[config.mk]
export PLATFORM = sky130hd
export DESIGN_NAME = lsu_byte_ctrl
export DESIGN_NICKNAME = d
export VERILOG_FILES = /design/src/rtl/lsu_pkg.sv /design/src/rtl/lsu_load_ext.sv /design/src/rtl/lsu_byte_ctrl.sv
export SDC_FILE = /design/constraint.sdc
export NUM_CORES = 1
export LEC_CHECK = 0
export CAP_MARGIN = 20
export CORE_UTILIZATION = 30
export DETAILED_ROUTE_END_ITERATION = 8
export HOLD_SLACK_MARGIN = 0.1
export SKIP_CTS_REPAIR_TIMING = 1
export SLEW_MARGIN = 20
export SYNTH_ARGS = -nofsm -noshare
export SYNTH_HDL_FRONTEND = slang
export SYNTH_SLANG_ARGS = --single-unit
[constraint.sdc]
create_clock -name clk -period 3.43 [get_ports clk]
set_clock_uncertainty 0.2 [all_clocks]
set_input_delay 0.686 -clock clk [delete_from_list [all_inputs] [get_ports clk]]
set_output_delay 0.686 -clock clk [all_outputs]
set_load 0.02 [all_outputs]
[src/rtl/lsu_pkg.sv]
// Shared encodings for the load/store byte controller: funct3 codes,
// memory width codes, FSM states and request legality helpers.
package lsu_pkg;

    localparam logic [2:0] F3_B  = 3'd0;
    localparam logic [2:0] F3_H  = 3'd1;
    localparam logic [2:0] F3_W  = 3'd2;
    localparam logic [2:0] F3_BU = 3'd4;
    localparam logic [2:0] F3_HU = 3'd5;

    localparam logic [1:0] MEM_BYTE = 2'd0;
    localparam logic [1:0] MEM_HALF = 2'd1;
    localparam logic [1:0] MEM_WORD = 2'd2;

    typedef enum logic [1:0] {
        ST_IDLE   = 2'd0,
        ST_ACCESS = 2'd1,
        ST_RESP   = 2'd2
    } state_t;

    // Stores only know SB/SH/SW; loads reject 3, 6 and 7.
    function automatic logic funct3_illegal(input logic we, input logic [2:0] funct3);
        logic ill;
        if (we) begin
            ill = (funct3 > F3_W);
        end else begin
            ill = (funct3 == 3'd3) || (funct3 == 3'd6) || (funct3 == 3'd7);
        end
        return ill;
    endfunction

    // The low two funct3 bits double as the access width.
    function automatic logic misaligned(input logic [2:0] funct3, input logic [1:0] lsb);
        logic mis;
        mis = 1'b0;
        case (funct3[1:0])
            MEM_HALF: mis = lsb[0];
            MEM_WORD: mis = (lsb != 2'b00);
            default:  mis = 1'b0;
        endcase
        return mis;
    endfunction

endpackage

[src/rtl/lsu_load_ext.sv]
// Combinational sign/zero extender for raw little-endian load data.
module lsu_load_ext
    import lsu_pkg::*;
(
    input  logic [2:0]  funct3,
    input  logic [31:0] raw,
    output logic [31:0] ext_c
);

    always_comb begin
        ext_c = '0;
        case (funct3)
            F3_B:    ext_c = {{24{raw[7]}}, raw[7:0]};
            F3_BU:   ext_c = {24'd0, raw[7:0]};
            F3_H:    ext_c = {{16{raw[15]}}, raw[15:0]};
            F3_HU:   ext_c = {16'd0, raw[15:0]};
            F3_W:    ext_c = raw;
            default: ext_c = '0;
        endcase
    end

endmodule

[src/rtl/lsu_byte_ctrl.sv]
// Load/store initiator between execute and a byte-addressable data memory:
// one request in flight, one-cycle memory access, held response.
module lsu_byte_ctrl
    import lsu_pkg::*;
#(
    parameter int unsigned AWIDTH      = 32,
    parameter int unsigned DPORT       = 32,
    parameter bit          ALIGN_CHECK = 1'b1
) (
    input  logic              clk,
    input  logic              rst,
    input  logic              req_valid,
    output logic              req_ready,
    input  logic              req_we,
    input  logic [2:0]        req_funct3,
    input  logic [AWIDTH-1:0] req_addr,
    input  logic [DPORT-1:0]  req_wdata,
    output logic              resp_valid,
    input  logic              resp_ready,
    output logic [DPORT-1:0]  resp_rdata,
    output logic              resp_err,
    output logic              mem_wr,
    output logic [1:0]        mem_byte,
    output logic [AWIDTH-1:0] mem_addr,
    output logic [DPORT-1:0]  mem_wdata,
    input  logic [DPORT-1:0]  mem_rdata
);

    state_t             state;
    state_t             state_next;
    logic               we_q;
    logic [2:0]         f3_q;
    logic               req_err_c;
    logic [DPORT-1:0]   ext_c;

    logic               we_d;
    logic [2:0]         f3_d;
    logic               req_ready_d;
    logic               resp_valid_d;
    logic               resp_err_d;
    logic [DPORT-1:0]   resp_rdata_d;
    logic               mem_wr_d;
    logic [1:0]         mem_byte_d;
    logic [AWIDTH-1:0]  mem_addr_d;
    logic [DPORT-1:0]   mem_wdata_d;

    lsu_load_ext u_load_ext (
        .funct3 (f3_q),
        .raw    (mem_rdata),
        .ext_c  (ext_c)
    );

    assign req_err_c = funct3_illegal(req_we, req_funct3)
                     || (ALIGN_CHECK && misaligned(req_funct3, req_addr[1:0]));

    always_ff @(posedge clk or posedge rst) begin
        if (rst) begin
            state <= ST_IDLE;
        end else begin
            state <= state_next;
        end
    end

    // Next state plus next values of every registered output.
    always_comb begin
        state_next   = state;
        we_d         = we_q;
        f3_d         = f3_q;
        resp_valid_d = resp_valid;
        resp_err_d   = resp_err;
        resp_rdata_d = resp_rdata;
        mem_wr_d     = 1'b0;
        mem_byte_d   = mem_byte;
        mem_addr_d   = mem_addr;
        mem_wdata_d  = mem_wdata;

        case (state)
            ST_IDLE: begin
                if (req_valid) begin
                    we_d = req_we;
                    f3_d = req_funct3;
                    if (req_err_c) begin
                        // Rejected requests never touch the memory port.
                        state_next   = ST_RESP;
                        resp_valid_d = 1'b1;
                        resp_err_d   = 1'b1;
                        resp_rdata_d = '0;
                    end else begin
                        state_next  = ST_ACCESS;
                        mem_wr_d    = req_we;
                        mem_byte_d  = req_funct3[1:0];
                        mem_addr_d  = req_addr;
                        mem_wdata_d = req_wdata;
                    end
                end
            end
            ST_ACCESS: begin
                state_next   = ST_RESP;
                resp_valid_d = 1'b1;
                resp_err_d   = 1'b0;
                resp_rdata_d = we_q ? '0 : ext_c;
            end
            ST_RESP: begin
                if (resp_ready) begin
                    state_next   = ST_IDLE;
                    resp_valid_d = 1'b0;
                end
            end
            default: begin
                state_next   = ST_IDLE;
                resp_valid_d = 1'b0;
            end
        endcase

        req_ready_d = (state_next == ST_IDLE);
    end

    always_ff @(posedge clk or posedge rst) begin
        if (rst) begin
            we_q       <= 1'b0;
            f3_q       <= 3'd0;
            req_ready  <= 1'b1;
            resp_valid <= 1'b0;
            resp_err   <= 1'b0;
            resp_rdata <= '0;
            mem_wr     <= 1'b0;
            mem_byte   <= MEM_WORD;
            mem_addr   <= '0;
            mem_wdata  <= '0;
        end else begin
            we_q       <= we_d;
            f3_q       <= f3_d;
            req_ready  <= req_ready_d;
            resp_valid <= resp_valid_d;
            resp_err   <= resp_err_d;
            resp_rdata <= resp_rdata_d;
            mem_wr     <= mem_wr_d;
            mem_byte   <= mem_byte_d;
            mem_addr   <= mem_addr_d;
            mem_wdata  <= mem_wdata_d;
        end
    end

endmodule

==> report_table.html <==
<table>
<tr><th>Metric</th><th>Value</th></tr>
<tr><th colspan="2">Outcome</th></tr>
<tr><td>Outcome</td><td>completed</td></tr>
<tr><th colspan="2">GRT</th></tr>
<tr><td>Pin count of the biggest net entering global routing</td><td>roughly 110</td></tr>
<tr><td>Vias in the first global route</td><td>3357</td></tr>
<tr><td>Global Route Usage Sum</td><td>around 15%</td></tr>
<tr><td>Remaining Overflow, GRT</td><td>0</td></tr>
<tr><td>First-pass GRT wire length</td><td>17.6 mm</td></tr>
<tr><td>Number of antenna violations at the first check in global routing</td><td>0</td></tr>
<tr><th colspan="2">Drt</th></tr>
<tr><td>Number of nets still failing antenna checks after routing</td><td>0</td></tr>
<tr><td>Final wirelength</td><td>11.5 mm</td></tr>
<tr><td>Overall via count from detail_route</td><td>about 3.4k</td></tr>
<tr><td>Routed wire per std cell</td><td>16.0 um</td></tr>
<tr><td>DRT iter0 DRCs</td><td>154</td></tr>
<tr><td>DRC errors left</td><td>0</td></tr>
<tr><td>DRT Pass-1 Iters</td><td>4</td></tr>
<tr><td>Ratio of routed vias to standard cells</td><td>4.70</td></tr>
<tr><th colspan="2">Timing</th></tr>
<tr><td>Share of the clock period used by the worst path after layout</td><td>between 80% and 90%</td></tr>
<tr><td>Setup repair after global routing missed its margin</td><td>false</td></tr>
<tr><td>Worst slew margin relative to its limit</td><td>36.0%</td></tr>
<tr><td>Final Slew Violations</td><td>0</td></tr>
<tr><td>Setup violations, final</td><td>0</td></tr>
<tr><td>Slew @ Worst Pin</td><td>roughly 0.96 ns</td></tr>
<tr><td>Achievable frequency</td><td>347 MHz</td></tr>
<tr><td>Aggregate negative setup slack</td><td>0 ns</td></tr>
<tr><td>Min Tclk post-route</td><td>between 2 and 3 ns</td></tr>
<tr><td>Final setup slack of the worst path</td><td>0.547 ns</td></tr>
<tr><td>Total count of hold-check failures in the final report</td><td>0</td></tr>
<tr><th colspan="2">Floorplanning</th></tr>
<tr><td>Chip Width</td><td>124 um</td></tr>
<tr><td>Die area</td><td>15400 um^2</td></tr>
<tr><td>Top-Level Pins</td><td>206</td></tr>
<tr><td>Std-Cell Core Area</td><td>14500 um^2</td></tr>
<tr><td>Y dimension of the die</td><td>124 um</td></tr>
<tr><td>Standard-cell rows</td><td>44</td></tr>
<tr><td>Effective utilization at floorplan</td><td>30.7%</td></tr>
<tr><th colspan="2">Synthesis</th></tr>
<tr><td>Top area cells in the synthesized netlist</td><td>sky130_fd_sc_hd__dfrtp_1 59%, sky130_fd_sc_hd__mux2_2 13%, sky130_fd_sc_hd__mux2_1 5.1%</td></tr>
<tr><td>Synthesized instance count</td><td>330</td></tr>
<tr><td>Post-synth ARST share</td><td>100%</td></tr>
<tr><td>Average instance area after synthesis</td><td>13.5 um^2</td></tr>
<tr><td>Commonest cells in the netlist</td><td>106 x sky130_fd_sc_hd__dfrtp_1, 50 x sky130_fd_sc_hd__mux2_2, 26 x sky130_fd_sc_hd__a21oi_1</td></tr>
<tr><td>Number of flops mapped to enable cells by yosys</td><td>0</td></tr>
<tr><td>Most frequently used flop master after synthesis</td><td>sky130_fd_sc_hd__dfrtp_1</td></tr>
<tr><td>Post-synthesis instance area</td><td>4460 um^2</td></tr>
<tr><td>Post-synthesis sequential area ratio</td><td>60.7%</td></tr>
<tr><td>Distinct cell type count of the synthesized netlist</td><td>34</td></tr>
<tr><td>Net count after synthesis</td><td>437</td></tr>
<tr><td>Total of warnings raised by yosys</td><td>0</td></tr>
<tr><td>Dominant cell by count in the synthesized netlist</td><td>sky130_fd_sc_hd__dfrtp_1</td></tr>
<tr><td>Synthesis-stage register bit count</td><td>108</td></tr>
<tr><td>Yosys top cell area share</td><td>59.5%</td></tr>
<tr><td>Top cell type by total area after synthesis</td><td>sky130_fd_sc_hd__dfrtp_1</td></tr>
<tr><th colspan="2">Cells and area</th></tr>
<tr><td>Nets@finish</td><td>639</td></tr>
<tr><td>Ant diodes</td><td>0</td></tr>
<tr><td>Core utilization of the finished layout</td><td>48.5%</td></tr>
<tr><td>Fraction of final layout cells with drive strength greater than 1</td><td>15.1%</td></tr>
<tr><td>Synthesis-to-finish area growth</td><td>58.0%</td></tr>
<tr><td>Number of standard cells in the layout, taps in and fillers out</td><td>721</td></tr>
<tr><th colspan="2">Min path</th></tr>
<tr><td>Path class of the lowest-slack min-delay path</td><td>register to register</td></tr>
<tr><th colspan="2">CTS</th></tr>
<tr><td>Sinks on Clock Net</td><td>108</td></tr>
<tr><td>Number of levels the H-tree was split into</td><td>3</td></tr>
<tr><td>Clock tree from TritonCTS</td><td>built</td></tr>
<tr><td>TritonCTS buffer count</td><td>9</td></tr>
<tr><td>Clock latency reported for the late side of the worst-skew pair</td><td>roughly 0.35 ns</td></tr>
<tr><td>Clock tree root buffer cell</td><td>sky130_fd_sc_hd__clkbuf_16</td></tr>
<tr><td>Clock-pin transition on the worst setup and hold timing paths</td><td>0.07 ns</td></tr>
<tr><td>Clock Tree Buf Depth</td><td>2</td></tr>
<tr><th colspan="2">Power and ir drop</th></tr>
<tr><td>Peak ir drop on the vdd network</td><td>0.393 mV</td></tr>
<tr><td>Standby leakage power</td><td>3.02 nW</td></tr>
<tr><td>Pwr per Cell Area</td><td>816 nW/um^2</td></tr>
<tr><td>Total Power</td><td>around 5.7 mW</td></tr>
<tr><th colspan="2">Placement</th></tr>
<tr><td>Number of placed instances, taps included</td><td>705</td></tr>
<tr><td>Number of buffers inserted by port buffering</td><td>205</td></tr>
<tr><td>Worst Setup Slack post-DPL</td><td>0.171 ns</td></tr>
<tr><td>Gpl congestion</td><td>approximately 0.76</td></tr>
<tr><td>HPWL after detailed placement</td><td>8.15 mm</td></tr>
<tr><th colspan="2">Critical path</th></tr>
<tr><td>Data arrival time of the critical path</td><td>slightly below 3 ns</td></tr>
<tr><td>Capturing element of the worst setup path</td><td>mem_addr[6]$_DFFE_PP0P_</td></tr>
<tr><td>Maximum net fanout on the critical path</td><td>38</td></tr>
<tr><td>Critical Path Source</td><td>req_funct3[1]</td></tr>
<tr><td>Crit Path Class</td><td>input pin to register</td></tr>
<tr><td>Depth of the worst register-to-register path</td><td>4</td></tr>
<tr><td>FF-to-FF End</td><td>resp_rdata[27]$_DFFE_PP0P_</td></tr>
<tr><td>Internal reg-to-reg setup slack</td><td>1.14 ns</td></tr>
<tr><td>Critical path capture point type</td><td>register</td></tr>
<tr><td>Worst path required time</td><td>3.46 ns</td></tr>
<tr><td>Critical Path Start Type</td><td>input pin</td></tr>
<tr><td>Source of the worst register-to-register timing path</td><td>f3_q[1]$_DFFE_PP0P_</td></tr>
<tr><th colspan="2">Job</th></tr>
<tr><td>Total of max-cap violations</td><td>0</td></tr>
</table>
-- metrics by stage --
step / hold WS (ns) / area (um^2)
3_3_place_gp: 0.260 / 6730
2_1_floorplan: 0.326 / 4460
5_1_grt: 0.291 / 7050
6_report: 0.279 / 7050
4_1_cts: 0.281 / 7050
3_5_place_dp: 0.264 / 6730
-- metal layers --
metal,part of all wire (%),vias to the layer above,GRT usage (%)
li1,-,1573,-
met3,9.5,10,5.54
met2,48,131,23.2
met1,42,1675,19.0
met4,1.4,0,6.25
met5,0,-,0
-- how the worst min path moves through the flow --
stage                            endpoint                       start  slack, ns  cells after the start
6_report       resp_rdata[21]$_DFFE_PP0P_  resp_rdata[21]$_DFFE_PP0P_       0.28                      1
4_1_cts        resp_rdata[21]$_DFFE_PP0P_  resp_rdata[21]$_DFFE_PP0P_       0.28                      1
2_1_floorplan            we_q$_DFFE_PP0P_            we_q$_DFFE_PP0P_       0.33                      1
5_1_grt        resp_rdata[26]$_DFFE_PP0P_  resp_rdata[26]$_DFFE_PP0P_       0.29                      1
3_5_place_dp   resp_rdata[21]$_DFFE_PP0P_  resp_rdata[21]$_DFFE_PP0P_       0.26                      1
3_3_place_gp   resp_rdata[21]$_DFFE_PP0P_  resp_rdata[21]$_DFFE_PP0P_       0.26                      1
-- worst max-delay path, cell delays in order --
cell and delay [ns]:
sky130_fd_sc_hd__clkdlybuf4s50_1 0.59, sky130_fd_sc_hd__ha_1 0.27, sky130_fd_sc_hd__nor2b_1 0.26, sky130_fd_sc_hd__o31ai_2 0.14, sky130_fd_sc_hd__nor3b_4 0.33, sky130_fd_sc_hd__buf_12 0.27
sky130_fd_sc_hd__mux2_2 0.36
-- cells in the final DEF (no fill, tap or decap), types with 2 or more instances in the layout --
| cell | Yosys | layout |
|---|---|---|
| sky130_fd_sc_hd__inv_1 | 4 | 3 |
| sky130_fd_sc_hd__ha_1 | 3 | 3 |
| sky130_fd_sc_hd__o21ai_0 | 4 | 4 |
| sky130_fd_sc_hd__nand2_1 | 22 | 22 |
| sky130_fd_sc_hd__nor2b_1 | 2 | 2 |
| sky130_fd_sc_hd__a21o_1 | 16 | 16 |
| sky130_fd_sc_hd__clkbuf_16 | 0 | 9 |
| sky130_fd_sc_hd__clkinv_4 | 0 | 3 |
| sky130_fd_sc_hd__nand2b_1 | 3 | 3 |
| sky130_fd_sc_hd__buf_4 | 1 | 2 |
| sky130_fd_sc_hd__o2bb2ai_1 | 8 | 8 |
| sky130_fd_sc_hd__dfrtp_1 | 106 | 106 |
| sky130_fd_sc_hd__mux2i_1 | 9 | 9 |
| sky130_fd_sc_hd__buf_12 | 0 | 3 |
| sky130_fd_sc_hd__clkinvlp_4 | 0 | 2 |
| sky130_fd_sc_hd__or3_1 | 3 | 3 |
| sky130_fd_sc_hd__nor3b_4 | 1 | 2 |
| sky130_fd_sc_hd__clkdlybuf4s50_1 | 0 | 205 |
| sky130_fd_sc_hd__a21oi_1 | 26 | 26 |
| sky130_fd_sc_hd__mux2_1 | 20 | 20 |
| sky130_fd_sc_hd__dfstp_2 | 2 | 2 |
| sky130_fd_sc_hd__a22o_1 | 8 | 8 |
| sky130_fd_sc_hd__nor2_1 | 12 | 12 |
| sky130_fd_sc_hd__mux2_2 | 50 | 50 |
-- power breakdown --
group	switching (mW)	internal [mW]
registers	0.307	1.78
logic	1.22	1.36
clock network	0.490	0.593
total	2.02	3.73
-- registers in the layout, indices dropped and copies added (netlist names) --
| name | flops |
|---|---|
| state | 2 |
| resp_valid | 1 |
| mem_wdata | 32 |
| we_q | 1 |
| mem_addr | 32 |
| resp_err | 1 |
| mem_wr | 1 |
| f3_q | 3 |
| req_ready | 1 |
| resp_rdata | 32 |
| mem_byte | 2 |
-- cell type report --
| type | instances | area, um^2 |
|---|---|---|
| Fill cell | 1305 | 7490 |
| Sequential cell | 108 | 2710 |
| Timing Repair Buffer | 210 | 2130 |
| Multi-Input combinational cell | 199 | 1650 |
| Clock buffer | 10 | 239 |
| Tap cell | 184 | 230 |
| Clock inverter | 6 | 72.6 |
| Inverter | 4 | 18.8 |
-- cells by family (layout without fill, tap and decap cells) --
family | Yosys count | count (layout) | share of synthesized area, %
DFF | 108 | 108 | 60.7
muxes | 79 | 79 | 19.7
AOI/OAI and AO/OA | 68 | 68 | 10.7
and+or+nand+nor | 49 | 49 | 5.47
buffers and inverters | 23 | 230 | 2.67
adders and majority gates | 3 | 3 | 0.842
No activity file was read; power rests on OpenSTA's default activity.
